### src/rtl/mem_port_arbiter.sv
// Purpose: arbitrates a single-port memory between instruction fetch and load/store, with fetch anti-starvation and response timeout.
// Latency: request sampled in IDLE -> mem_req_valid next cycle -> requester data_valid one cycle after mem_data_valid (2 cycles minimum).
// Backpressure: requesters hold req_valid until their data_valid pulse; new requests wait while a transaction is in flight.
module mem_port_arbiter #(
    parameter int MEM_DEPTH    = 8,
    parameter int DATA_WIDTH   = 32,
    parameter int STARVE_LIMIT = 4,
    parameter int TIMEOUT      = 16
) (
    input  logic                          clk,
    input  logic                          reset,
    // instruction-fetch side
    input  logic                          if_req_valid,
    input  logic [$clog2(MEM_DEPTH)-1:0]  if_addr,
    output logic [DATA_WIDTH-1:0]         if_rdata,
    output logic                          if_data_valid,
    // load/store side
    input  logic                          ls_req_valid,
    input  logic                          ls_we,
    input  logic [$clog2(MEM_DEPTH)-1:0]  ls_addr,
    input  logic [DATA_WIDTH-1:0]         ls_wdata,
    output logic [DATA_WIDTH-1:0]         ls_rdata,
    output logic                          ls_data_valid,
    // shared memory side
    output logic                          mem_req_valid,
    output logic                          mem_we,
    output logic [$clog2(MEM_DEPTH)-1:0]  mem_addr,
    output logic [DATA_WIDTH-1:0]         mem_wdata,
    input  logic [DATA_WIDTH-1:0]         mem_rdata,
    input  logic                          mem_data_valid,
    // status
    output logic                          busy,
    output logic                          grant_id,
    output logic                          bus_err
);

    localparam int ADDR_WIDTH = $clog2(MEM_DEPTH);
    localparam int SW         = $clog2(STARVE_LIMIT + 1);
    // Keep the timeout counter at least one bit wide even when the timeout is disabled.
    localparam int TW         = (TIMEOUT > 0) ? $clog2(TIMEOUT + 1) : 1;
    localparam int TO_LAST_I  = (TIMEOUT > 0) ? TIMEOUT - 1 : 0;

    localparam logic [SW-1:0] STREAK_MAX = SW'(STARVE_LIMIT);
    localparam logic [TW-1:0] TO_LAST    = TW'(TO_LAST_I);

    typedef enum logic [1:0] {
        IDLE = 2'd0,
        BUSY = 2'd1,
        RESP = 2'd2
    } state_t;

    state_t                  state_q, state_d;
    logic [SW-1:0]           streak_q, streak_d;
    logic [TW-1:0]           tcnt_q, tcnt_d;

    logic                    mem_req_q, mem_req_d;
    logic                    mem_we_q, mem_we_d;
    logic [ADDR_WIDTH-1:0]   mem_addr_q, mem_addr_d;
    logic [DATA_WIDTH-1:0]   mem_wdata_q, mem_wdata_d;
    logic                    busy_q, busy_d;
    logic                    gid_q, gid_d;
    logic                    if_dv_q, if_dv_d;
    logic                    ls_dv_q, ls_dv_d;
    logic [DATA_WIDTH-1:0]   if_rd_q, if_rd_d;
    logic [DATA_WIDTH-1:0]   ls_rd_q, ls_rd_d;
    logic                    err_q, err_d;

    logic                    grant_ls;
    logic                    timed_out;

    // Load/store wins unless fetch is also waiting and has been passed over STARVE_LIMIT times in a row.
    assign grant_ls  = ls_req_valid && !(if_req_valid && (streak_q == STREAK_MAX));
    assign timed_out = (TIMEOUT != 0) && (tcnt_q == TO_LAST);

    // Next-state and next-output computation for the arbiter FSM.
    always_comb begin
        state_d     = state_q;
        streak_d    = streak_q;
        tcnt_d      = tcnt_q;
        mem_req_d   = mem_req_q;
        mem_we_d    = mem_we_q;
        mem_addr_d  = mem_addr_q;
        mem_wdata_d = mem_wdata_q;
        busy_d      = busy_q;
        gid_d       = gid_q;
        if_dv_d     = 1'b0;
        ls_dv_d     = 1'b0;
        err_d       = 1'b0;
        if_rd_d     = if_rd_q;
        ls_rd_d     = ls_rd_q;

        case (state_q)
            IDLE: begin
                if (if_req_valid || ls_req_valid) begin
                    state_d   = BUSY;
                    busy_d    = 1'b1;
                    mem_req_d = 1'b1;
                    tcnt_d    = '0;
                    gid_d     = grant_ls;
                    if (grant_ls) begin
                        mem_addr_d  = ls_addr;
                        mem_we_d    = ls_we;
                        mem_wdata_d = ls_wdata;
                        // Count only the grants that actually made a waiting fetch lose.
                        if (if_req_valid) begin
                            streak_d = (streak_q == STREAK_MAX) ? streak_q : streak_q + 1'b1;
                        end else begin
                            streak_d = '0;
                        end
                    end else begin
                        mem_addr_d  = if_addr;
                        mem_we_d    = 1'b0;
                        mem_wdata_d = '0;
                        streak_d    = '0;
                    end
                end
            end

            BUSY: begin
                if (mem_data_valid) begin
                    // A response in the last allowed cycle still counts as a normal completion.
                    state_d   = RESP;
                    mem_req_d = 1'b0;
                    if (gid_q) begin
                        ls_dv_d = 1'b1;
                        ls_rd_d = mem_rdata;
                    end else begin
                        if_dv_d = 1'b1;
                        if_rd_d = mem_rdata;
                    end
                end else if (timed_out) begin
                    state_d   = RESP;
                    mem_req_d = 1'b0;
                    err_d     = 1'b1;
                    if (gid_q) begin
                        ls_dv_d = 1'b1;
                        ls_rd_d = '0;
                    end else begin
                        if_dv_d = 1'b1;
                        if_rd_d = '0;
                    end
                end else begin
                    tcnt_d = tcnt_q + 1'b1;
                end
            end

            RESP: begin
                state_d = IDLE;
                busy_d  = 1'b0;
            end

            default: begin
                state_d   = IDLE;
                busy_d    = 1'b0;
                mem_req_d = 1'b0;
            end
        endcase
    end

    // State and registered-output update; reset drops any in-flight transaction.
    always_ff @(posedge clk or posedge reset) begin
        if (reset) begin
            state_q     <= IDLE;
            streak_q    <= '0;
            tcnt_q      <= '0;
            mem_req_q   <= 1'b0;
            mem_we_q    <= 1'b0;
            mem_addr_q  <= '0;
            mem_wdata_q <= '0;
            busy_q      <= 1'b0;
            gid_q       <= 1'b0;
            if_dv_q     <= 1'b0;
            ls_dv_q     <= 1'b0;
            if_rd_q     <= '0;
            ls_rd_q     <= '0;
            err_q       <= 1'b0;
        end else begin
            state_q     <= state_d;
            streak_q    <= streak_d;
            tcnt_q      <= tcnt_d;
            mem_req_q   <= mem_req_d;
            mem_we_q    <= mem_we_d;
            mem_addr_q  <= mem_addr_d;
            mem_wdata_q <= mem_wdata_d;
            busy_q      <= busy_d;
            gid_q       <= gid_d;
            if_dv_q     <= if_dv_d;
            ls_dv_q     <= ls_dv_d;
            if_rd_q     <= if_rd_d;
            ls_rd_q     <= ls_rd_d;
            err_q       <= err_d;
        end
    end

    assign mem_req_valid = mem_req_q;
    assign mem_we        = mem_we_q;
    assign mem_addr      = mem_addr_q;
    assign mem_wdata     = mem_wdata_q;
    assign busy          = busy_q;
    assign grant_id      = gid_q;
    assign if_data_valid = if_dv_q;
    assign ls_data_valid = ls_dv_q;
    assign if_rdata      = if_rd_q;
    assign ls_rdata      = ls_rd_q;
    assign bus_err       = err_q;

endmodule
### config.mk
export PLATFORM = sky130hd
export DESIGN_NAME = mem_port_arbiter
export DESIGN_NICKNAME = d
export VERILOG_FILES = /design/src/rtl/mem_port_arbiter.sv
export SDC_FILE = /design/constraint.sdc
export NUM_CORES = 1
export LEC_CHECK = 0
export CAP_MARGIN = 20
export CORE_MARGIN = 4
export CORE_UTILIZATION = 59
export CTS_BUF_LIST = sky130_fd_sc_hd__clkbuf_4 sky130_fd_sc_hd__clkbuf_8
export DETAILED_ROUTE_END_ITERATION = 10
export DONT_BUFFER_PORTS = 1
export GPL_ROUTABILITY_DRIVEN = 0
export MAX_ROUTING_LAYER = met4
export PLACE_DENSITY = 0.78
export SYNTH_ARGS = -nofsm -noshare
export SYNTH_HDL_FRONTEND = slang
export SYNTH_SLANG_ARGS = --single-unit
### constraint.sdc
create_clock -name clk -period 3.65 [get_ports clk]
set_input_delay 0.73 -clock clk [delete_from_list [all_inputs] [get_ports clk]]
set_output_delay 0.73 -clock clk [all_outputs]
set_load 0.05 [all_outputs]
==> flow_metrics.tcl, run 1 <==
set metrics [dict create \
    clock_sinks 116 \
    met2_usage_pct 31.7 \
    first_global_vias 2656 \
    route.detailed.drc 0 \
    critical_path_class "flop to flop" \
    hold_buffers 0 \
    die-width_um 96.2 \
    core_sq_mm 0.00741 \
    synth.top_cell.area_share_pct 63.2 \
    global_route.peak_usage_layer "met2" \
    synth_area_leader_cell "sky130_fd_sc_hd__dfrtp_1" \
    cap_violations 0 \
    vias 2628 \
    synth.net_count 406 \
    first_pass_grt_wire_length_um 13900 \
    synth.ff_latch_count 116 \
    worstPathRequired_ns 3.94 \
    detail_route.iter0.violations 101 \
    critical_path.max_fanout 22 \
    mostFrequentLayoutCell "sky130_fd_sc_hd__dfrtp_1" \
    timing.final.max_slew_violations 0 \
    max-slew-margin-rel_pct 55.8 \
    report.final.setup_viol 0 \
    number_of_antenna_violations_at_the_first_check_in_global_routing 1 \
    total_of_fill_cells_in_the_finished_design 520 \
    ys_dominant_reg_cell "sky130_fd_sc_hd__dfrtp_1" \
    postSynthCellCount 326 \
    cts-resized-gates 0 \
    multi_input_area_sq_mm 0.00158 \
    cts_buffers 17 \
    met1_usage_pct 25.3 \
    rsz0062_at_grt "no" \
    final-seq-area_sq_mm 0.00290 \
    synth.cell_area_sq_mm 0.00459 \
    synth_top_cells_by_area "sky130_fd_sc_hd__dfrtp_1, sky130_fd_sc_hd__mux2_2, sky130_fd_sc_hd__a22o_1, sky130_fd_sc_hd__and2_1, sky130_fd_sc_hd__buf_2" \
    final_min_period_over_clock_period_pct 69.0 \
    synth_area_per_cell_sq_um 14.1 \
    worstMarginPinSlew_ns 0.664 \
    synth.distinct_cells 31 \
    h-tree-depth 4 \
    run_status "complete, no violations" \
    post_cts.repair.setup_buffers 0 \
    grt_start_max_net_pins 117 \
    hold_violations 0 \
    skew_ns 0.00709 \
    global_route.usage.total_pct 20.9 \
    arrival_ns 2.80 \
    io_pins 182 \
    min_path_type "primary input to async pin" \
    clockRootBuffer "sky130_fd_sc_hd__clkbuf_8" \
    placement.io_buffers 0 \
    clock_path_buffers 2 \
    die_y_um 96.2 \
    drive_gt1_share_pct 30.5 \
    grt_overflow_total 0 \
    layout-area-overhead-vs-synth_pct 12.2 \
    dp_hpwl_um 6400 \
    finalWorstPathRequiredPeriod_ns 2.52 \
    die_area_sq_mm 0.00926 \
    synth-seq-area-share_pct 63.2 \
    floorplan.initialDensity_pct 62.0 \
    timing.critical_path.to_type "flop" \
    drt_wl_total_um 9220 \
    proportion_of_register_bits_with_asynchronous_set_or_reset_after_synthesis_pct 100 \
    use_met3_pct 7.90 \
    final_cell_mix "sky130_fd_sc_hd__dfrtp_1, sky130_fd_sc_hd__mux2_2, sky130_fd_sc_hd__a22o_1, sky130_fd_sc_hd__and2_1, sky130_fd_sc_hd__clkbuf_8" \
    clock_insertion_delay_worst_skew_ns 0.41 \
    worstSetupStartpointType "flop" \
    synth-edff-count 0 \
    final_net_count 412 \
    yosysWarningCount 0 \
    std_cell_rows 31 \
    tns_ns 0 \
    cts_tree "done" \
    achievable_freq_mhz 397 \
    wire_per_inst_um 20.8 \
    ant_nets 0 \
    clk_pin_slew_ns 0.07 \
    vias_per_cell 5.92 \
    drtPass1Iterations 6 \
]
## per-stage QoR
| step | instance area, sq um | hold WS, ns | worst slack [ns] | utilization (%) | std cells |
|---|---|---|---|---|---|
| floorplan | 4590 | 0.458 | 1.49 | - | 326 |
| global placement | 4690 | 0.474 | 1.20 | 63.3 | 411 |
| detailed placement | 4690 | 0.483 | 1.11 | 63.3 | 411 |
| CTS | 5120 | 0.363 | 1.09 | 69.1 | 442 |
| global route | 5150 | 0.370 | 0.946 | 69.5 | 444 |
| finish | 5150 | 0.313 | 1.13 | 69.5 | 444 |
## worst max-delay path, cell delays in order, from the launching register on
cell	delay, ns
sky130_fd_sc_hd__dfrtp_1	0.38
sky130_fd_sc_hd__ha_1	0.18
sky130_fd_sc_hd__and3_1	0.16
sky130_fd_sc_hd__ha_1	0.20
sky130_fd_sc_hd__nor2_1	0.12
sky130_fd_sc_hd__nor3b_4	0.57
sky130_fd_sc_hd__buf_4	0.41
sky130_fd_sc_hd__mux2_2	0.37
## cell usage after synthesis, drive strengths merged (3+ instances only)
master,count
and2,32
a21oi,6
nand3,5
ha,4
dfrtp,116
nor2,5
inv,9
and3,3
buf,13
mux2,65
nand2,3
a31oi,3
o21ai,6
a22o,33
clkbuf,5
## cell type report
cell class	instances	share of cell area, %
Tap cell	99	2.40
Sequential cell	116	56.3
Antenna cell	1	0.0486
Timing Repair Buffer	5	1.36
Clock buffer	23	6.02
Multi-Input combinational cell	183	30.7
Inverter	9	0.729
Clock inverter	8	2.38
## registers in the layout, indices dropped and copies added, names as in the netlist
signal and flops:
mem_addr 3, if_rdata 32, mem_wdata 32, ls_data_valid 1
busy 1, grant_id 1, bus_err 1, state_q 2
mem_we 1, tcnt_q 5, streak_q 3, if_data_valid 1
mem_req_valid 1, ls_rdata 32
## logic make-up after synthesis
| kind of cell | count (synthesis) | synth area share, % |
|---|---|---|
| fa+ha+maj | 4 | 1.09 |
| xor+xnor | 1 | 0.191 |
| compound gates | 55 | 9.27 |
| mux | 66 | 16.2 |
| flops | 116 | 63.2 |
| simple gates | 57 | 7.50 |
| buf+inv | 27 | 2.56 |
## path summary, 6_finish.rpt
check	start	to	slack, ns	cells past startpoint
max	tcnt_q[0]	ls_rdata[31]	1.13	7
min	reset	ls_data_valid	0.31	2
min in group clk	mem_data_valid	bus_err	0.39	1
min reg2reg	tcnt_q[4]	tcnt_q[4]	0.51	1
max in group asynchronous	reset	if_rdata[31]	2.81	2
max reg2reg	tcnt_q[0]	ls_rdata[31]	1.13	7
## per-layer routing
metal	part of all wire [%]	vias up
met5	0	-
met4	0.86	0
met3	11	8
met2	49	136
met1	39	1312
li1	-	1172
Power of run 1 is not shown: default switching activity piles up to over one toggle a cycle in this logic, so the estimate is an artifact.
==> run 2, diff against run 1 <==
CORE_UTILIZATION = 60   (was 59)
PLACE_DENSITY = 0.76   (was 0.78)
clock period = 2.4 ns   (was 3.65 ns; I/O delays follow)
==> run 2 against run 1 <==
Net effect:
- hold slack got worse by 0.27 ns
- via count rose by 1.1%
- worst setup slack got worse by 0.99 ns
- wire length fell by 0.16%
- register-to-register slack got worse by 0.99 ns
- critical path depth did not move
- cell count rose by 1.4%
- critical endpoint is now tcnt_q[4]
==> flow_metrics.tcl, run 2 (synthesized netlist as in run 1, its figures left out) <==
set metrics [dict create \
    run_status "complete, no violations" \
    timing.final.max_slew_violations 0 \
    clk_pin_slew_ns 0.07 \
    worst_slack_ns 0.143 \
    number_of_antenna_violations_at_the_first_check_in_global_routing 1 \
    mostFrequentLayoutCell "sky130_fd_sc_hd__dfrtp_1" \
    crit_path_frequent_cell "sky130_fd_sc_hd__ha_1" \
    route.detailed.drc 0 \
    global_route.usage.total_pct 21.2 \
    drtPass1Iterations 4 \
    timing.critical_path.to_type "flop" \
    skew_ns 0.00932 \
    finalWorstPathRequiredPeriod_ns 2.26 \
    final-seq-area_sq_mm 0.00290 \
    wire_per_inst_um 20.5 \
    layout-area-overhead-vs-synth_pct 12.6 \
    dp_hpwl_um 6550 \
    core_sq_mm 0.00733 \
    h-tree-depth 4 \
    met2_usage_pct 33.5 \
    multi_input_area_sq_mm 0.00159 \
    worst_path_buffer_plus_inverter_count 1 \
    hold_buffers 0 \
    die_area_sq_mm 0.00911 \
    clock_insertion_delay_worst_skew_ns 0.41 \
    min_path_type "primary input to async pin" \
    use_met3_pct 9.23 \
    tns_ns 0 \
    placement.io_buffers 0 \
    crit-reg2reg-launch "tcnt_q[0]" \
    die-width_um 95.5 \
    critical_path.max_fanout 7 \
    hold_violations 0 \
    clockRootBuffer "sky130_fd_sc_hd__clkbuf_8" \
    max-slew-margin-rel_pct 57.9 \
    final_net_count 419 \
    crit_path_cell_trace "ha_1, and3_1, ha_1, buf_4, or4b_4, o31ai_2, mux2_1" \
    critical_path_class "flop to flop" \
    report.final.setup_viol 0 \
    drt_wl_total_um 9210 \
    first_pass_grt_wire_length_um 13800 \
    drive_gt1_share_pct 32.3 \
    worstSetupStartpointType "flop" \
    floorplan.initialDensity_pct 62.6 \
    vias 2657 \
    reg2regPathDepth 7 \
    clock_path_buffers 2 \
    clock_sinks 116 \
    total_of_fill_cells_in_the_finished_design 520 \
    cap_violations 0 \
    grt_overflow_total 0 \
    r2r_end "tcnt_q[4]" \
    std_cell_rows 31 \
    dpl_worst_slack_ns 0.0266 \
    finalCoreUtilization_pct 70.5 \
    final_min_period_over_clock_period_pct 94.0 \
    die_y_um 95.5 \
    cp_slowest_cell "sky130_fd_sc_hd__or4b_4" \
    worstPathRequired_ns 2.69 \
    hold_slack_ns 0.0452 \
    rsz0062_at_grt "no" \
    ant_nets 0 \
    global_route.peak_usage_layer "met2" \
    achievable_freq_mhz 443 \
    setup.reg_to_reg.worst_slack_ns 0.14 \
    final_cell_mix "sky130_fd_sc_hd__dfrtp_1, sky130_fd_sc_hd__mux2_2, sky130_fd_sc_hd__a22o_1, sky130_fd_sc_hd__and2_1, sky130_fd_sc_hd__clkbuf_8" \
    grt_start_max_net_pins 73 \
    cts_buffers 17 \
    arrival_ns 2.55 \
    worstMarginPinSlew_ns 0.626 \
    cpPeakStageDelay_ns 0.53 \
    first_global_vias 2784 \
    met1_usage_pct 23.9 \
    vias_per_cell 5.90 \
    io_pins 182 \
    detail_route.iter0.violations 80 \
    cts_tree "done" \
    gate_family_responsible_for_the_most_delay_along_the_worst_path "simple AND/OR/NAND/NOR gates" \
]
run 2: cell count changes in the layout (fill, tap and decap cells not counted), sizes merged:
cell      change
buf           +7
bufinv        -2
clkinvlp      +2
clkbuf        -1
run 2: final cells by class:
type                    instances  share of cell area [%]
multi-input cells             183                    30.8
repair buffers                 12                    2.62
clock inverters                 8                    1.50
inverters                       9                   0.726
well taps                      99                    2.40
clock buffers                  22                    5.74
diodes                          1                  0.0484
flip-flops and latches        116                    56.2
run 2: metrics by stage:
step / instances / instance area (sq um)
after global placement: 417 / 4750
after floorplan: 326 / 4590
after global routing: 450 / 5170
after detailed placement: 417 / 4750
final: 450 / 5170
after CTS: 447 / 5120
run 2: what timing repair did:
action                     CTS  global route
gates resized for setup      0             2
setup buffers                0             1
setup endpoints to repair    0            24
run 2: worst max path at each step:
stage | start | cells after the start | to | slack [ns]
CTS | tcnt_q[0] | 7 | tcnt_q[4] | 0.006
global route | tcnt_q[0] | 7 | tcnt_q[4] | 0.04
finish | tcnt_q[0] | 7 | tcnt_q[4] | 0.14
global placement | tcnt_q[0] | 7 | tcnt_q[4] | 0.09
detailed placement | tcnt_q[0] | 7 | tcnt_q[4] | 0.03
floorplan | tcnt_q[0] | 7 | tcnt_q[4] | 0.24
run 2: worst reg2reg max path, stage by stage, from the launching register on:
cell	delay [ns]
sky130_fd_sc_hd__dfrtp_1	0.41
sky130_fd_sc_hd__ha_1	0.22
sky130_fd_sc_hd__and3_1	0.18
sky130_fd_sc_hd__ha_1	0.18
sky130_fd_sc_hd__buf_4	0.14
sky130_fd_sc_hd__or4b_4	0.53
sky130_fd_sc_hd__o31ai_2	0.13
sky130_fd_sc_hd__mux2_1	0.35
run 2: per-layer routing:
layer,up-vias,wire length (um)
li1,1190,-
met4,0,67
met5,-,0
met3,4,1120
met1,1323,3520
met2,140,4500
Power of run 2 is left out for the same reason.
==> run 3, diff against run 2 <==
CORE_UTILIZATION = 57   (was 60)
PLACE_DENSITY = 0.72   (was 0.76)
==> run 3 against run 2 <==
Net effect:
- hold slack improved by 0.094 ns
- critical path type unchanged
- largest cell class unchanged
- flip-flop and latch count is the same
- critical endpoint unchanged
- clock skew up 0.00090 ns
==> flow_metrics.tcl, run 3 (synthesized netlist as in run 1, its figures left out) <==
set metrics [dict create \
    run_status "complete, no violations" \
    finalCoreUtilization_pct 67.9 \
    worstSetupStartpointType "flop" \
    first_global_vias 2746 \
    tns_ns 0 \
    drive_gt1_share_pct 33.0 \
    critical_path.max_fanout 7 \
    drtPass1Iterations 4 \
    min_path_type "primary input to flop" \
    grt_start_max_net_pins 57 \
    gate_family_responsible_for_the_most_delay_along_the_worst_path "simple AND/OR/NAND/NOR gates" \
    worstPathRequired_ns 2.68 \
    placed_area_sq_mm 0.00479 \
    drt_wl_total_um 9300 \
    total_of_fill_cells_in_the_finished_design 567 \
    core_sq_mm 0.00777 \
    mostFrequentLayoutCell "sky130_fd_sc_hd__dfrtp_1" \
    cts_buffers 17 \
    achievable_freq_mhz 443 \
    grt_overflow_total 0 \
    final_min_period_over_clock_period_pct 94.1 \
    wire_per_inst_um 20.3 \
    detail_route.iter0.violations 129 \
    h-tree-depth 4 \
    place_inst 424 \
    final_area_sq_mm 0.00528 \
    hold_violations 0 \
    first_pass_grt_wire_length_um 14600 \
    number_of_antenna_violations_at_the_first_check_in_global_routing 1 \
    report.final.setup_viol 0 \
    final_cell_mix "sky130_fd_sc_hd__dfrtp_1, sky130_fd_sc_hd__mux2_2, sky130_fd_sc_hd__a22o_1, sky130_fd_sc_hd__and2_1, sky130_fd_sc_hd__clkbuf_8" \
    cap_violations 0 \
    die_area_sq_mm 0.00955 \
    dp_hpwl_um 6420 \
    timing.final.max_slew_violations 0 \
    timing.critical_path.to_type "flop" \
    placement.io_buffers 0 \
    layout-area-overhead-vs-synth_pct 14.9 \
    vias_per_cell 5.78 \
    global_route.usage.total_pct 20.3 \
    critical_path_class "flop to flop" \
    arrival_ns 2.54 \
    vias 2645 \
    std_cell_rows 32 \
    clock_path_buffers 2 \
    worstMarginPinSlew_ns 0.592 \
    clockRootBuffer "sky130_fd_sc_hd__clkbuf_8" \
    final-instance-count-excl-fill 458 \
    skew_ns 0.0102 \
    rsz0062_at_grt "no" \
    clk_pin_slew_ns 0.06 \
    io_pins 182 \
    clock_sinks 116 \
    cp_slowest_cell "sky130_fd_sc_hd__or4b_4" \
    die-width_um 97.7 \
    worst_path_buffer_plus_inverter_count 1 \
    ant_nets 0 \
    cpPeakStageDelay_ns 0.53 \
    floorplan.initialDensity_pct 59.1 \
    cts_tree "done" \
    clock_insertion_delay_worst_skew_ns 0.41 \
    route.detailed.drc 0 \
    crit_path_frequent_cell "sky130_fd_sc_hd__ha_1" \
    max-slew-margin-rel_pct 60.2 \
    crit_path_cell_trace "ha_1, and3_1, ha_1, buf_4, or4b_4, o31ai_2, mux2_1" \
    die_y_um 97.7 \
    finalWorstPathRequiredPeriod_ns 2.26 \
    final_net_count 423 \
]
run 3: layout make-up:
| class | instances | area [sq um] | area share (%) |
|---|---|---|---|
| diodes | 1 | 2.50 | 0.0474 |
| clock buffers | 22 | 290 | 5.50 |
| clock inverters | 9 | 151 | 2.87 |
| inverters | 9 | 37.5 | 0.711 |
| multi-input cells | 183 | 1590 | 30.2 |
| flip-flops and latches | 116 | 2900 | 55.0 |
| well taps | 102 | 128 | 2.42 |
| repair buffers | 16 | 173 | 3.27 |
run 3: path summary, 6_finish.rpt:
check                           slack, ns           start  depth (start not counted)      endpoint
worst max-delay path                 0.14       tcnt_q[0]                          7     tcnt_q[4]
worst min-delay path                 0.14  mem_data_valid                          1       bus_err
worst max register to register       0.14       tcnt_q[0]                          7     tcnt_q[4]
worst min register to register       0.50       tcnt_q[4]                          1     tcnt_q[4]
max in group asynchronous            1.10           reset                          3  ls_rdata[12]
min in group asynchronous            0.63           reset                          2   if_rdata[5]
run 3: per-stage QoR:
stage          hold slack (ns)  worst slack (ns)
2_1_floorplan            0.458             0.242
3_3_place_gp             0.437            0.0964
3_5_place_dp             0.442            0.0500
4_1_cts                  0.115            0.0257
5_1_grt                  0.103            0.0391
6_report                 0.139             0.142
run 3: per-layer routing:
layer	vias up	track usage [%]	share of wire (%)
met5	-	-	0
met4	0	7.56	1.7
met3	17	7.79	9.3
met2	140	30.2	47
met1	1289	25.6	42
li1	1199	-	-
run 3: what timing repair did:
item	CTS	global route
pin swaps	1	0
buffers inserted	1	0
hold buffers	1	0
endpoints found under the setup margin	20	3
hold endpoints to repair	23	0
resized for setup	1	1
cloned	0	0
Power of run 3 is left out for the same reason.
